==> config.mk <==
export PLATFORM = sky130hd
export DESIGN_NAME = sram_wb_ctrl
export DESIGN_NICKNAME = d
export VERILOG_FILES = /design/src/rtl/sram_wb_ctrl_pkg.sv /design/src/rtl/sram_wb_lane_sel.sv /design/src/rtl/sram_wb_ctrl.sv
export SDC_FILE = /design/constraint.sdc
export NUM_CORES = 1
export LEC_CHECK = 0
export ABC_AREA = 1
export CAP_MARGIN = 20
export CORE_MARGIN = 1
export CORE_UTILIZATION = 30
export CTS_CLUSTER_DIAMETER = 200
export DETAILED_ROUTE_END_ITERATION = 10
export DONT_BUFFER_PORTS = 1
export PLACE_DENSITY = 0.44
export REMOVE_ABC_BUFFERS = 1
export SKIP_LAST_GASP = 1
export SLEW_MARGIN = 10
export SYNTH_ARGS = -nofsm -noshare
export SYNTH_HDL_FRONTEND = slang
export SYNTH_SLANG_ARGS = --single-unit
==> constraint.sdc <==
create_clock -name i_clk -period 2.8 [get_ports i_clk]
set_input_delay 0.28 -clock i_clk [delete_from_list [all_inputs] [get_ports i_clk]]
set_output_delay 0.28 -clock i_clk [all_outputs]
set_load 0.02 [all_outputs]
==> src/rtl/sram_wb_ctrl_pkg.sv <==
// sram_wb_ctrl_pkg: shared FSM state encoding, lane count and chip-address field positions
package sram_wb_ctrl_pkg;
    typedef enum logic [2:0] {IDLE, SETUP, STROBE, HOLD, DONE} state_t;
    localparam int LANES = 4;
    localparam int CHIP_HI = 22;
    localparam int CHIP_LO = 21;
endpackage

==> src/rtl/sram_wb_lane_sel.sv <==
// sram_wb_lane_sel: picks the lowest still-selected byte lane
//   mask : remaining lane-select mask
//   lane : index of the lowest set bit of mask (3 when mask is empty)
//   none : no lane left in mask
module sram_wb_lane_sel
    import sram_wb_ctrl_pkg::*;
(
    input  logic [LANES-1:0] mask,
    output logic [1:0]       lane,
    output logic             none
);
    always_comb begin
        lane = mask[0] ? 2'd0 : mask[1] ? 2'd1 : mask[2] ? 2'd2 : 2'd3;
        none = ~|mask;
    end
endmodule

==> src/rtl/sram_wb_ctrl.sv <==
// sram_wb_ctrl: Wishbone classic slave driving four 2Mx8 asynchronous SRAM chips one byte lane at a time
//   i_clk, i_rst                 : clock, synchronous active-high reset
//   i_wb_*                       : Wishbone request (adr, sel, we, dat, cyc, stb)
//   o_wb_dat, o_wb_ack, o_wb_err : Wishbone response
//   o_sram_cs_n, o_sram_read_n, o_sram_write_n, o_sram_addr : SRAM control and address
//   o_sram_data, o_sram_data_oe, i_sram_data : split SRAM data bus
//   Define SRAM_WB_CTRL_ERR_EN to answer out-of-window addresses with o_wb_err.
module sram_wb_ctrl
    import sram_wb_ctrl_pkg::*;
#(
    parameter int WAIT_CYCLES = 2,
    parameter int ADDR_W = 23
) (
    input  logic        i_clk,
    input  logic        i_rst,
    input  logic [31:0] i_wb_adr,
    input  logic [3:0]  i_wb_sel,
    input  logic        i_wb_we,
    input  logic [31:0] i_wb_dat,
    input  logic        i_wb_cyc,
    input  logic        i_wb_stb,
    output logic [31:0] o_wb_dat,
    output logic        o_wb_ack,
    output logic        o_wb_err,
    output logic [3:0]  o_sram_cs_n,
    output logic        o_sram_read_n,
    output logic        o_sram_write_n,
    output logic [20:0] o_sram_addr,
    output logic [7:0]  o_sram_data,
    output logic        o_sram_data_oe,
    input  logic [7:0]  i_sram_data
);
    state_t state, state_n;
    logic [CHIP_HI:2] adr_q;
    logic [31:0] dat_q, rd_q;
    logic [LANES-1:0] rem_q, sel_in;
    logic [1:0] lane_q, lane_n;
    logic [3:0] cnt;
    logic we_q, abort_q, err_q, none, req, last, busy, out_win, skip, unused;

    sram_wb_lane_sel u_lane_sel (
        .mask(sel_in),
        .lane(lane_n),
        .none(none)
    );

    assign out_win = |i_wb_adr[31:ADDR_W];
    assign unused = ^{i_wb_adr[1:0], out_win};
`ifdef SRAM_WB_CTRL_ERR_EN
    assign skip = out_win;
    assign o_wb_err = state == DONE && err_q;
`else
    assign skip = 1'b0;
    assign o_wb_err = 1'b0;
`endif
    assign o_wb_ack = state == DONE && !err_q;
    assign req = i_wb_cyc && i_wb_stb && !o_wb_ack;
    // On acceptance the first lane comes straight from the bus; afterwards from the remaining mask.
    assign sel_in = state == IDLE ? i_wb_sel : rem_q;
    assign last = cnt == 4'(WAIT_CYCLES - 1);
    assign busy = state == SETUP || state == STROBE || state == HOLD;

    assign o_wb_dat = rd_q;
    assign o_sram_cs_n = busy ? ~(4'b0001 << adr_q[CHIP_HI:CHIP_LO]) : 4'hF;
    assign o_sram_read_n = !(state == STROBE && !we_q);
    assign o_sram_write_n = !(state == STROBE && we_q);
    assign o_sram_addr = {adr_q[CHIP_LO-1:2], lane_q};
    assign o_sram_data = busy && we_q ? dat_q[{lane_q, 3'b000} +: 8] : 8'h00;
    assign o_sram_data_oe = busy && we_q;

    always_ff @(posedge i_clk) begin
        if (i_rst)
            state <= IDLE;
        else
            state <= state_n;
    end

    always_comb begin
        state_n = state;
        case (state)
            IDLE:    state_n = !req ? IDLE : (skip || none) ? DONE : SETUP;
            SETUP:   state_n = STROBE;
            STROBE:  state_n = last ? HOLD : STROBE;
            // A dropped cycle lets the current lane finish, then abandons the rest without ack.
            HOLD:    state_n = (abort_q || !i_wb_cyc) ? IDLE : none ? DONE : SETUP;
            default: state_n = IDLE;
        endcase
    end

    always_ff @(posedge i_clk) begin
        if (i_rst) begin
            adr_q <= '0;
            we_q <= 1'b0;
            dat_q <= '0;
            rd_q <= '0;
            rem_q <= '0;
            lane_q <= '0;
            cnt <= '0;
            abort_q <= 1'b0;
            err_q <= 1'b0;
        end else begin
            if (state == IDLE && req) begin
                adr_q <= i_wb_adr[CHIP_HI:2];
                we_q <= i_wb_we;
                dat_q <= i_wb_dat;
                rd_q <= '0;
                abort_q <= 1'b0;
                err_q <= skip;
            end else if (busy && !i_wb_cyc) begin
                abort_q <= 1'b1;
            end
            if (state_n == SETUP) begin
                lane_q <= lane_n;
                rem_q <= sel_in & ~(LANES'(1) << lane_n);
            end
            cnt <= state == STROBE ? cnt + 4'd1 : 4'd0;
            if (state == STROBE && last && !we_q)
                rd_q[{lane_q, 3'b000} +: 8] <= i_sram_data;
        end
    end
endmodule

Yosys cells after proc, flatten, opt, wreduce, memory -nomap -nowiden
Cells that the tools add are included.
{ "op_classes": {"add_sub_neg": 2, "n_mul": 0, "div_mod_pow": 0, "order_cmp": 0, "eq_ne": 6, "n_shift": 5, "muxes": 15, "bitwise": 4, "reduce_logical": 21} }
{ "ops": {"columns": ["cell", "count"], "rows": [
  ["$mux 32", 3],
  ["$bwmux 32", 1],
  ["$shift 8x7->32 const A", 1],
  ["$shiftx 32x6->8", 1],
  ["$shiftx 8x7->32", 1],
  ["$pmux 3 s4", 1],
  ["$logic_and 1x1->1", 9],
  ["$mux 3", 3],
  ["$mux 4", 2],
  ["$mux 8", 1],
  ["$not 4->4", 2],
  ["$shl 1x2->4 const A", 2],
  ["$neg 5->7", 1],
  ["$eq 3x1->1 const B", 2],
  ["$eq 3x2->1 const B", 2],
  ["$logic_not 1->1", 5],
  ["$add 4x1->4 const B", 1],
  ["$and 4x4->4", 1],
  ["$eq 4x1->1 const B", 1],
  ["$mux 2", 2],
  ["$reduce_or 2->1", 2],
  ["$reduce_or 4->1", 1],
  ["$eq 3x3->1 const B", 1],
  ["$logic_not 3->1", 1],
  ["3 further kinds", 6]
]} }
{ "totals": {"reg_bits": 100, "latch_bits": 0, "ramBits": 0, "rom_bits": 0, "output_inout_bits": 70, "n_memories": 0} }

Depth between registers and ports, before layout
{ "logic_depth": {"ltp_word": 8, "ltp_mapped": 11, "ltp_nobuf": 10} }

Cells and area by module
Synthesis repeated with hierarchy kept, for this count alone.
{ "hier_totals": {"hier_cells": 710, "area_unflattened_um2": 4959.8} }
{ "by_module_without_submodules": {"columns": ["module", "n_inst", "cells_each", "area_per_inst_um2", "seq_area_each_um2"], "rows": [
  ["sram_wb_ctrl", 1, 701, 4919.7, 2001.9],
  ["sram_wb_lane_sel", 1, 9, 40.0, 0.0]
]} }

Worst setup path before layout
Ideal clock, no wire load.
{ "synth_path": {"path_type": "register to register", "from": "register lane_q[0]", "to": "register rd_q[21], in the netlist o_wb_dat[21]", "setup_ns": 0.071, "arrival_time_ns": 2.098, "t_required_ns": 2.729, "setup_slack_ns": 0.631, "path_stages_with_launch": 10, "path_buffers": 3, "path_cell_list": "dfxtp_1 buf_2 inv_2 clkbuf_1 ha_1 buf_4 inv_1 nor2_1 nand4_1 a21oi_1"} }
{ "synth_between": {"elab_chain_cells": 4, "elab_cells_between_ends": 5} }
{ "synth_lines": {"columns": ["element", "line", "text"], "rows": [
  ["start, declared", "sram_wb_ctrl.sv:37", "logic [1:0] lane_q, lane_n;"],
  ["start signal, assigned", "sram_wb_ctrl.sv:113", "lane_q <= lane_n;"],
  ["$neg 5->7 (*)", "sram_wb_ctrl.sv:118", "rd_q[{lane_q, 3'b000} +: 8] <= i_sram_data;"],
  ["$shiftx 8x7->32 or $shift 8x7->32 (tied branches)", "sram_wb_ctrl.sv:118", null],
  ["$bwmux 32 (*)", "sram_wb_ctrl.sv:118", null],
  ["$mux 32 (*)", "sram_wb_ctrl.sv:117", "if (state == STROBE && last && !we_q)"],
  ["end signal, assigned by index", "sram_wb_ctrl.sv:118", null],
  ["end, declared", "sram_wb_ctrl.sv:35", "logic [31:0] dat_q, rd_q;"]
]} }
Mark *: on every way between the ends. The rest lies on a longest branch, timed or not.
A chain may end at the register's enable or synchronous reset.

Worst setup path after layout
{ "layout_path": {"from": "register state[1]", "to": "output o_sram_data[7]"} }
{ "layout_between": {"elab_chain_cells": 5, "elab_cells_between_ends": 7} }
{ "layout_lines": {"columns": ["element", "line", "text"], "rows": [
  ["start, declared", "sram_wb_ctrl.sv:33", "state_t state, state_n;"],
  ["start signal, assigned", "sram_wb_ctrl.sv:75", "state <= state_n;"],
  ["$eq 3x1->1 or $eq 3x2->1 (tied branches)", "sram_wb_ctrl.sv:61", "assign busy = state == SETUP || state == STROBE || state == HOLD;"],
  ["$logic_or 1x1->1", "sram_wb_ctrl.sv:61", null],
  ["$logic_or 1x1->1 (*)", "sram_wb_ctrl.sv:61", null],
  ["$logic_and 1x1->1 (*)", "sram_wb_ctrl.sv:68", "assign o_sram_data = busy && we_q ? dat_q[{lane_q, 3'b000} +: 8] : 8'h00;"],
  ["$mux 8 (*)", "sram_wb_ctrl.sv:68", null],
  ["end, declared", "sram_wb_ctrl.sv:29", "output logic [7:0] o_sram_data,"]
]} }
Marked as above.

==> metrics.md <==
| Metric | Value |
|---|---|
| Lkg Pwr | 1.80 nW |
| Layout cells sized above 1 | 9.09% |
| Crit Path Category | flip-flop to primary output |
| GRT overflow | 0 |
| Top-Level Pins | 151 |
| Largest net degree at the start of global routing | 65 |
| Num CTS Buffers | 9 |
| Post-CTS sizing | 0 |
| Routed wire length | 12.1 mm |
| VDD IR max | 0.427 mV |
| Yosys cell types | 33 |
| # fillers | 1,565 |
| Antenna violations before repair | 0 |
| CP arrival | 2110 ps |
| Register area share after synthesis | 44.5% |
| Non-Filler Instances | 767 |
| # setup viols final | 0 |
| Worst slew pin tran | 614 ps |
| TritonCTS clock tree | built |
| MaxCap Viol Count | 0 |
| Ys flop type | dfxtp_1 |
| Gr usage total | 15.9% |
| Post-layout util | 33.4% |
| GPL Wtd Cong | 0.747 |
| Synthesized instance count | 607 |
| Slew margin rel. | 58.9% |
| Initial Util | 30.8% |
| DR WL/cell | 15.8 um |
| Fin Setup TNS | 0 ps |
| Synth Warn # | 0 |
| Crit end category | primary output |
| Drt pass-1 iters | 5 |
| Number of cell rows | 44 |
| Antenna viol nets, final | 0 |
| Unrepaired setup endpoints after global routing | false |
| Clk_lat worst skew | 350 ps |
| Startpoint types | flip-flop |
| First-pass GRT wire length | 19.2 mm |
| Post-CTS setup buffers | 0 |
| Pwr Density | 662 nW/um2 |
| Final nets | 667 |
| Synthesized area | 4500 um2 |
| Core region area | 14,600 um2 |
| Setup Skew | 6.94 ps |
| Hold slack | 63.9 ps |
| Power Total | 3.23 mW |
| Antenna diodes | 0 |
| Dpl cells | 751 |
| Die width | 124 um |
| Final hold vios | 0 |
| Via count | 3,805 |
| Yosys reg bits | 100 |
| DPL Wire Length | 8.19 mm |
| CTS H-tree depth | 3 |
| Post-route minimum period | 2390 ps |
| Remaining DRCs | 0 |
| # port buffers | 0 |
| Fraction of registers with async set or reset after synthesis | 0% |
| Clk sinks | 100 |
| DRT iter0 DRCs | 238 |
| Slew Viols, Final | 0 |
| Cts hold-fix bufs | 1 |
| Die Ht | 124 um |
| CP required | 2520 ps |
| Outcome | finished clean |
| Count of flip-flops with a built-in enable after synthesis | 0 |
| Area growth syn-to-layout | 8.42% |
| Max Fclk | 418 MHz |
| Root Buffer | clkbuf_16 |
| DR vias/cell | 4.96 |
| Crit share post-route | 85.4% |
| Post-Synthesis Mean Instance Area | 7.41 um2 |
| Clock transition at path regs | 60 ps |
| CTS Buffer Depth | 2 |
| Min-Delay Path Class | input port to flip-flop |
| Die area | 15,500 um2 |
| Worst Path Max Fanout | 9 |
| Vias in the first global route | 3,679 |
==> final timing paths <==
kind / start / slack [ps] / depth (start not counted) / endpoint
max: state[1] / 410 / 5 / o_sram_data[7]
min: i_wb_adr[3] / 60 / 2 / adr_q[3]
max reg2reg: lane_q[0] / 610 / 7 / o_wb_dat[0]
min reg2reg: dat_q[16] / 450 / 2 / dat_q[16]
==> kinds of logic after synthesis <==
kind of cell             share of synthesized area (%)
adder cells (fa/ha/maj)                           1.95
buffers and inverters                             10.8
XOR/XNOR                                         0.195
AO/OA/AOI/OAI                                     18.0
flip-flops                                        44.5
other                                           0.0833
AND/OR/NAND/NOR                                   24.5
==> where the power goes <==
part / total [mW] / leakage (nW) / internal (mW) / switching [mW]
registers: 1.53 / 0.813 / 1.48 / 0.0463
clock network: 1.31 / 0.142 / 0.779 / 0.536
logic: 0.388 / 0.847 / 0.111 / 0.276
total: 3.23 / 1.80 / 2.37 / 0.858
==> per-stage QoR <==
step | worst slack [ps] | area (um2)
floorplan | 193 | 4190
CTS | 270 | 4880
detailed placement | 655 | 4540
global route | 122 | 4880
finish | 410 | 4880
global placement | 712 | 4540
==> synth_stat cells (2+ instances only) <==
master      n  share of area [%]
a21oi_1   116                 13
nor4_1      7               0.97
nor3_1      8               0.89
nand4_1     7               0.97
ha_1        7                1.9
nor2_2      2               0.28
nand3_1    38                4.2
nand2_2     3               0.42
buf_2      11                1.2
nand2_1   129                 11
nand2_4     4                1.0
buf_4      23                3.8
dfxtp_1   100                 44
inv_1      41                3.4
clkbuf_1   22                1.8
nor2_8      2               0.89
inv_2       4               0.33
nor2_1     28                2.3
o21ai_1     2               0.22
o21ai_0    40                4.4
==> flip-flops by register name, indices dropped and copies added, names as in the netlist, 2 cells and up <==
name / flops
state: 3
dat_q: 32
cnt: 4
rem_q: 4
adr_q: 21
lane_q: 2
o_wb_dat: 32
==> per-layer routing <==
layer | vias to the layer above | part of all wire (%) | track usage [%]
li1 | 1927 | - | -
met1 | 1750 | 44 | 19.4
met2 | 119 | 46 | 25.0
met3 | 9 | 8.7 | 6.53
met4 | 0 | 0.96 | 5.53
met5 | - | 0 | 0
==> worst max-delay path, stage by stage (launching register included) <==
cell	delay, ps
dfxtp_1	410
nor2_4	110
nor2_1	350
nand2_1	430
a21oi_1	280
buf_4	170
==> layout make-up <==
cell class	instances	area [um2]	share of cell area [%]
inverters	46	173	3.54
flip-flops and latches	100	2000	41.0
clock inverters	4	75.1	1.54
repair buffers	18	155	3.18
clock buffers	11	233	4.77
well taps	184	230	4.72
multi-input cells	404	2010	41.2
==> cell usage in the layout, fill, tap and decap left out, drive strengths merged, types with 8 or more instances in the layout <==
cell type,n
o21ai,43
nand2,136
nand3,39
nor3,9
nand4,8
a21oi,116
nor2,33
clkbuf,11
dfxtp,100
inv,45
buf,18
No activity file was read; power rests on OpenSTA's default activity.
